**config.mk**
```make
export PLATFORM = sky130hd
export DESIGN_NAME = itlb_ctrl
export DESIGN_NICKNAME = d
export VERILOG_FILES = /design/src/rtl/mms_pkg.sv /design/src/rtl/itlb_victim_sel.sv /design/src/rtl/itlb_ctrl.sv
export SDC_FILE = /design/constraint.sdc
export NUM_CORES = 2
export LEC_CHECK = 0
export CORE_AREA = 2 2 292 294
export CTS_BUF_LIST = sky130_fd_sc_hd__clkbuf_4 sky130_fd_sc_hd__clkbuf_8 sky130_fd_sc_hd__clkbuf_16
export CTS_CLUSTER_SIZE = 8
export DETAILED_ROUTE_END_ITERATION = 6
export DIE_AREA = 0 0 294 296
export PLACE_DENSITY = 0.76
export SYNTH_ARGS = -nofsm -noshare
export SYNTH_HDL_FRONTEND = slang
export SYNTH_SLANG_ARGS = --single-unit
```
**constraint.sdc**
```tcl
create_clock -name clk_i -period 4.35 [get_ports clk_i]
set_clock_uncertainty 0.15 [all_clocks]
set_input_delay 0.87 -clock clk_i [delete_from_list [all_inputs] [get_ports clk_i]]
set_output_delay 0.87 -clock clk_i [all_outputs]
set_load 0.1 [all_outputs]
```
**src/rtl/mms_pkg.sv**
```systemverilog
// Shared MMU types for the ITLB controller: FSM states, tag record and VPN width.
// Provides fallback values for ITLB_ENTRY_SIZE and MXLEN when the build does not set them.
`ifndef ITLB_ENTRY_SIZE
`define ITLB_ENTRY_SIZE 31
`endif
`ifndef MXLEN
`define MXLEN 64
`endif

package mms_pkg;
  localparam int ITLB_VPN_W = 27;

  typedef enum logic [1:0] {
    IDLE,
    PTW_REQ,
    PTW_WAIT,
    REFILL
  } itlb_state_e;

  typedef struct packed {
    logic                  valid;
    logic [ITLB_VPN_W-1:0] vpn;
  } itlb_tag_t;
endpackage

```
**src/rtl/itlb_victim_sel.sv**
```systemverilog
// ITLB replacement choice: the lowest-index invalid entry, otherwise a round-robin pointer
// that advances only when a refill lands in a completely full array.
module itlb_victim_sel
  import mms_pkg::*;
#(
  parameter int ENTRY_NUM = `ITLB_ENTRY_SIZE
) (
  input  logic                 clk_i,
  input  logic                 rst_i,
  input  logic [ENTRY_NUM-1:0] valid_i,
  input  logic                 commit_i,
  output logic [ENTRY_NUM-1:0] victim_o
);
  localparam int PTR_W = (ENTRY_NUM > 1) ? $clog2(ENTRY_NUM) : 1;

  logic [PTR_W-1:0]     rr_ptr;
  logic [ENTRY_NUM-1:0] first_inv;
  logic                 all_valid;

  always_comb begin
    first_inv = '0;
    // Scan downward so the last hit, the lowest index, wins.
    for (int i = ENTRY_NUM - 1; i >= 0; i--) begin
      if (!valid_i[i]) begin
        first_inv    = '0;
        first_inv[i] = 1'b1;
      end
    end
    all_valid = &valid_i;
    victim_o  = all_valid ? (ENTRY_NUM'(1) << rr_ptr) : first_inv;
  end

  always_ff @(posedge clk_i) begin
    if (rst_i) begin
      rr_ptr <= '0;
    end else if (commit_i && all_valid) begin
      rr_ptr <= (rr_ptr == PTR_W'(ENTRY_NUM - 1)) ? '0 : rr_ptr + PTR_W'(1);
    end
  end
endmodule

```
**src/rtl/itlb_ctrl.sv**
```systemverilog
// ITLB lookup/refill controller: tag match, PTW request/response handling and victim refill.
// Optional ITLB_PERF_CNT_EN adds saturating hit/miss counters; otherwise the counter ports read 0.
module itlb_ctrl
  import mms_pkg::*;
#(
  parameter int ENTRY_NUM = `ITLB_ENTRY_SIZE,
  parameter int VPN_W     = ITLB_VPN_W,
  parameter int PTE_W     = `MXLEN
) (
  input  logic                 clk_i,
  input  logic                 rst_i,
  input  logic                 lookup_valid_i,
  input  logic [VPN_W-1:0]     lookup_vpn_i,
  output logic                 lookup_ready_o,
  output logic                 hit_o,
  output logic                 miss_o,
  output logic [ENTRY_NUM-1:0] rd_en_o,
  output logic [ENTRY_NUM-1:0] wr_en_o,
  output logic [PTE_W-1:0]     pte_wr_o,
  output logic                 ptw_req_valid_o,
  input  logic                 ptw_req_ready_i,
  output logic [VPN_W-1:0]     ptw_req_vpn_o,
  input  logic                 ptw_resp_valid_i,
  input  logic [PTE_W-1:0]     ptw_resp_pte_i,
  input  logic                 ptw_resp_fault_i,
  output logic                 refill_done_o,
  output logic                 fault_o,
  input  logic                 flush_i,
  output logic [31:0]          hit_cnt_o,
  output logic [31:0]          miss_cnt_o
);
  itlb_state_e          state_q, state_d;
  logic                 kill_q, kill_d;
  itlb_tag_t            tag_q [ENTRY_NUM];
  logic [VPN_W-1:0]     walk_vpn_q;
  logic [PTE_W-1:0]     pte_q;
  logic [ENTRY_NUM-1:0] valid_vec;
  logic [ENTRY_NUM-1:0] match_vec;
  logic [ENTRY_NUM-1:0] victim;
  logic                 latch_vpn;
  logic                 latch_pte;
  logic                 refill_we;

  always_comb begin
    for (int i = 0; i < ENTRY_NUM; i++) begin
      valid_vec[i] = tag_q[i].valid;
      match_vec[i] = tag_q[i].valid && (tag_q[i].vpn == lookup_vpn_i);
    end
  end

  itlb_victim_sel #(
    .ENTRY_NUM(ENTRY_NUM)
  ) u_victim_sel (
    .clk_i   (clk_i),
    .rst_i   (rst_i),
    .valid_i (valid_vec),
    .commit_i(refill_we),
    .victim_o(victim)
  );

  always_comb begin
    state_d         = state_q;
    kill_d          = kill_q;
    lookup_ready_o  = 1'b0;
    hit_o           = 1'b0;
    miss_o          = 1'b0;
    rd_en_o         = '0;
    wr_en_o         = '0;
    pte_wr_o        = '0;
    ptw_req_valid_o = 1'b0;
    ptw_req_vpn_o   = '0;
    refill_done_o   = 1'b0;
    fault_o         = 1'b0;
    latch_vpn       = 1'b0;
    latch_pte       = 1'b0;
    refill_we       = 1'b0;
    case (state_q)
      IDLE: begin
        lookup_ready_o = !flush_i;
        kill_d         = 1'b0;
        if (lookup_valid_i && !flush_i) begin
          if (|match_vec) begin
            hit_o   = 1'b1;
            rd_en_o = match_vec;
          end else begin
            miss_o    = 1'b1;
            latch_vpn = 1'b1;
            state_d   = PTW_REQ;
          end
        end
      end
      PTW_REQ: begin
        // The request is never withdrawn; a flush only marks the walk as stale.
        ptw_req_valid_o = 1'b1;
        ptw_req_vpn_o   = walk_vpn_q;
        if (flush_i) kill_d = 1'b1;
        if (ptw_req_ready_i) state_d = PTW_WAIT;
      end
      PTW_WAIT: begin
        if (flush_i) kill_d = 1'b1;
        if (ptw_resp_valid_i) begin
          state_d = IDLE;
          kill_d  = 1'b0;
          if (kill_q || flush_i) begin
            state_d = IDLE;
          end else if (ptw_resp_fault_i) begin
            fault_o = 1'b1;
          end else begin
            latch_pte = 1'b1;
            state_d   = REFILL;
          end
        end
      end
      REFILL: begin
        state_d = IDLE;
        if (!flush_i) begin
          refill_we     = 1'b1;
          wr_en_o       = victim;
          pte_wr_o      = pte_q;
          refill_done_o = 1'b1;
        end
      end
      default: state_d = IDLE;
    endcase
  end

  always_ff @(posedge clk_i) begin
    if (rst_i) begin
      state_q <= IDLE;
      kill_q  <= 1'b0;
    end else begin
      state_q <= state_d;
      kill_q  <= kill_d;
    end
  end

  // Only the valid bits are reset; tag VPNs are don't-care while invalid.
  always_ff @(posedge clk_i) begin
    if (rst_i || flush_i) begin
      for (int i = 0; i < ENTRY_NUM; i++) tag_q[i].valid <= 1'b0;
    end else if (refill_we) begin
      for (int i = 0; i < ENTRY_NUM; i++) begin
        if (victim[i]) begin
          tag_q[i].valid <= 1'b1;
          tag_q[i].vpn   <= walk_vpn_q;
        end
      end
    end
  end

  always_ff @(posedge clk_i) begin
    if (latch_vpn) walk_vpn_q <= lookup_vpn_i;
    if (latch_pte) pte_q      <= ptw_resp_pte_i;
  end

`ifdef ITLB_PERF_CNT_EN
  function automatic logic [31:0] sat_inc(input logic [31:0] v);
    return (&v) ? v : v + 32'd1;
  endfunction

  logic [31:0] hit_cnt_q, miss_cnt_q;

  always_ff @(posedge clk_i) begin
    if (rst_i || flush_i) begin
      hit_cnt_q  <= '0;
      miss_cnt_q <= '0;
    end else begin
      if (hit_o)  hit_cnt_q  <= sat_inc(hit_cnt_q);
      if (miss_o) miss_cnt_q <= sat_inc(miss_cnt_q);
    end
  end

  assign hit_cnt_o  = hit_cnt_q;
  assign miss_cnt_o = miss_cnt_q;
`else
  assign hit_cnt_o  = '0;
  assign miss_cnt_o = '0;
`endif
endmodule

```
==> impl_metrics.toml <==
[grt]
met2_usage_pct = 55.8
grtUsageMet1_pct = 46.7
grt_remaining_overflow = 0
met3_usage_pct = 12.2
grt_pass1_vias = 32400
grt_pass1_wl_um = 229000
grt-busiest-layer = "met2"
grt_antenna_before_repair = 3
grt_usage_pct = 37.6
grt_max_degree = 70

[critical_path]
path_class = "in2out"
crit_path_end_kind = "primary output"
cp-startpoint = "lookup_vpn_i[23]"
cp_slowest_cell = "nor4_2"
path_cells = "buf_4, buf_12, xnor2_1, nand4_1, nor4_2, nand4_1, nand4_1, or4_4, o21bai_4, buf_12, buf_16, nor2_4, buf_12"
cp.required_ns = 3.33
critPathMaxStageDelay_ns = 0.42
r2r-start = "tag_q[1][111]$_DFFE_PP_"
cp.arrival_ns = 3.69
cp-start-kind = "primary input"
cp_max_fo = 10

[route]
antenna_left = 0
wl_per_cell_um = 33.3
drc_errors = 1
vias = 33100
drt_wl_total_um = 168000
dr.pass1.iters = 7
first_iter_violations = 5168
vias_per_cell = 6.57

[timing]
drv_slew = 0
fin_crit_sh_pct = 108
max_freq_mhz = 212
finalCriticalPeriod_ns = 4.71
worstMarginPinSlew_ns = 0.958
setup-violations-final = 32
worst_slack_ns = -0.363
hold_viol = 0
rsz0062_at_grt = "true"
slew_headroom_pct = 36.1
holdWs_ns = 0.213

[finish]
finalNetCount = 4005
post-route-util_pct = 71.6
layout.cells.non_filler = 5039
syn_to_final_growth_pct = 36.3
layout-drive-gt1-share_pct = 32.7

[placed_design]
portBuffers = 256
dp_hpwl_um = 98000
routabilityCongestion = 0.981
post-place-cells = 4717

[floorplan]
die_h_um = 296
die-area_um2 = 87000
rows = 107
coreArea_um2 = 84200
die_w_um = 294
ios = 321
initial_utilization_pct = 52.5

[power_and_ir_drop]
p_leak_nw = 20.9
ir_drop_uv = 438
p_per_area_nw_per_um2 = 396

[synth]
ys_top_cells_by_count = "942 x edfxtp_1, 507 x xnor2_1, 330 x xor2_1"
synthCells = 3018
async_flop_share_pct = 0
yosys_warnings = 0
yosysTopAreaCellShare_pct = 63.9
yosysMostFrequentCell = "edfxtp_1"
syn_area_um2 = 44200
ys_top_cells_by_area = "edfxtp_1 64%, xnor2_1 10%, xor2_1 6.5%"
syn_area_per_cell_um2 = 14.7
synthDistinctLibCells = 60
synth_edf_count = 942
ys.flop_type = "edfxtp_1"
seq_area_frac_synth_pct = 65.1
ys_seq_elements = 967
yosys.area.top_type = "edfxtp_1"

[clocking]
clk_path_buf_depth = 3
clkTransAtPathRegs_ns = 0.05
hold_buffers = 0
cts_htree_levels = 4
root_buffer = "clkbuf_16"
clk_latency_ns = 0.75
clock-sinks = 967
cts_tree = "done"
numCtsBuffers = 138

[min_path]
holdCritStartpoint = "lookup_vpn_i[14]"
min_path_type = "in2reg"

[outcome]
violations = "design-rule violations, negative setup slack"
status = "finished with violations"

[flow_run]
max_cap_violations = 0
==> placed cells by master (no fill, tap or decap), types with 22 or more instances in the layout <==
cell type	count
edfxtp_1	942
buf_4	508
xnor2_1	416
xor2_1	277
nand4_1	274
buf_12	233
clkbuf_16	138
nor4_1	135
and2_1	97
xnor2_2	73
clkdlybuf4s50_1	69
conb_1	64
nand2_1	55
xor2_2	54
nor4b_1	47
inv_1	38
clkbuf_4	36
nand3_1	35
buf_6	34
nor2_2	30
nor2_4	28
dfxtp_1	23
or4bb_1	22
==> where the power goes <==
part | switching, mW | internal, mW
sequential | 0.0394 | 10.4
clock | 4.13 | 6.02
combinational | 2.34 | 0.996
total | 6.50 | 17.4
==> per-stage QoR <==
| step | power [mW] | TNS [ns] | area [µm²] | setup WS, ns |
|---|---|---|---|---|
| finish | 23.9 | -10.49 | 60300 | -0.363 |
| global route | 24.3 | -9.72 | 60300 | -0.332 |
| CTS | 23.7 | -2.62 | 59500 | -0.100 |
| detailed placement | 13.5 | -16.52 | 52600 | -0.570 |
| global placement | 13.5 | -14.01 | 52600 | -0.471 |
| floorplan | 12.3 | -13.08 | 44500 | -0.427 |
==> area by class of cell <==
cell class,count,area [µm²]
multi-input combinational,1874,15800
sequential,967,28800
tap,1090,1360
inverter,40,155
fill,4866,23900
timing repair buffer,875,10100
clock inverter,15,297
antenna,4,10.0
clock buffer,174,3720
==> sequential cells by signal, summed over array words and instances (netlist names) <==
register	count
kill_q	1
pte_q	64
state_q	2
tag_q	868
u_victim_sel.rr_ptr	5
walk_vpn_q	27
==> path summary, 6_finish.rpt <==
check                               endpoint  slack [ns]  cells after the start
setup / recovery                  rd_en_o[6]       -0.36                     13
hold / removal      walk_vpn_q[14]$_DFFE_PP_        0.21                      1
setup reg to reg     tag_q[0][266]$_DFFE_PP_        1.02                     11
hold reg to reg   tag_q[0][447]$_SDFFE_PP1N_        0.38                      2
==> kinds of logic after synthesis <==
| kind of cell | share of synthesized area, % |
|---|---|
| mux | 0.0226 |
| buf+inv | 4.42 |
| other cells | 0.00848 |
| fa+ha+maj | 0.311 |
| simple gates | 12.3 |
| flops | 65.1 |
| compound gates | 1.18 |
| xor+xnor | 16.7 |
==> repair_timing <==
item / 4_1_cts / 5_1_grt
resized for setup: 333 / 91
setup endpoints to repair: 59 / 61
cloned: 10 / 1
buffers inserted: 92 / 29
pin swaps: 72 / 21
==> worst max-delay path: cells and delay by family <==
kind	cells	cell delay [ns]
xor gates and xnor gates	1	0.29
AOI/OAI and AO/OA	1	0.08
and+or+nand+nor	6	1.57
buffers and inverters	5	0.85
==> metal layers <==
layer / wire [µm] / part of all wire, %
met1: 54500 / 32
met2: 73000 / 44
met3: 25600 / 15
met4: 14600 / 8.7
met5: 0 / 0
Power figures use the tool's default switching activity.
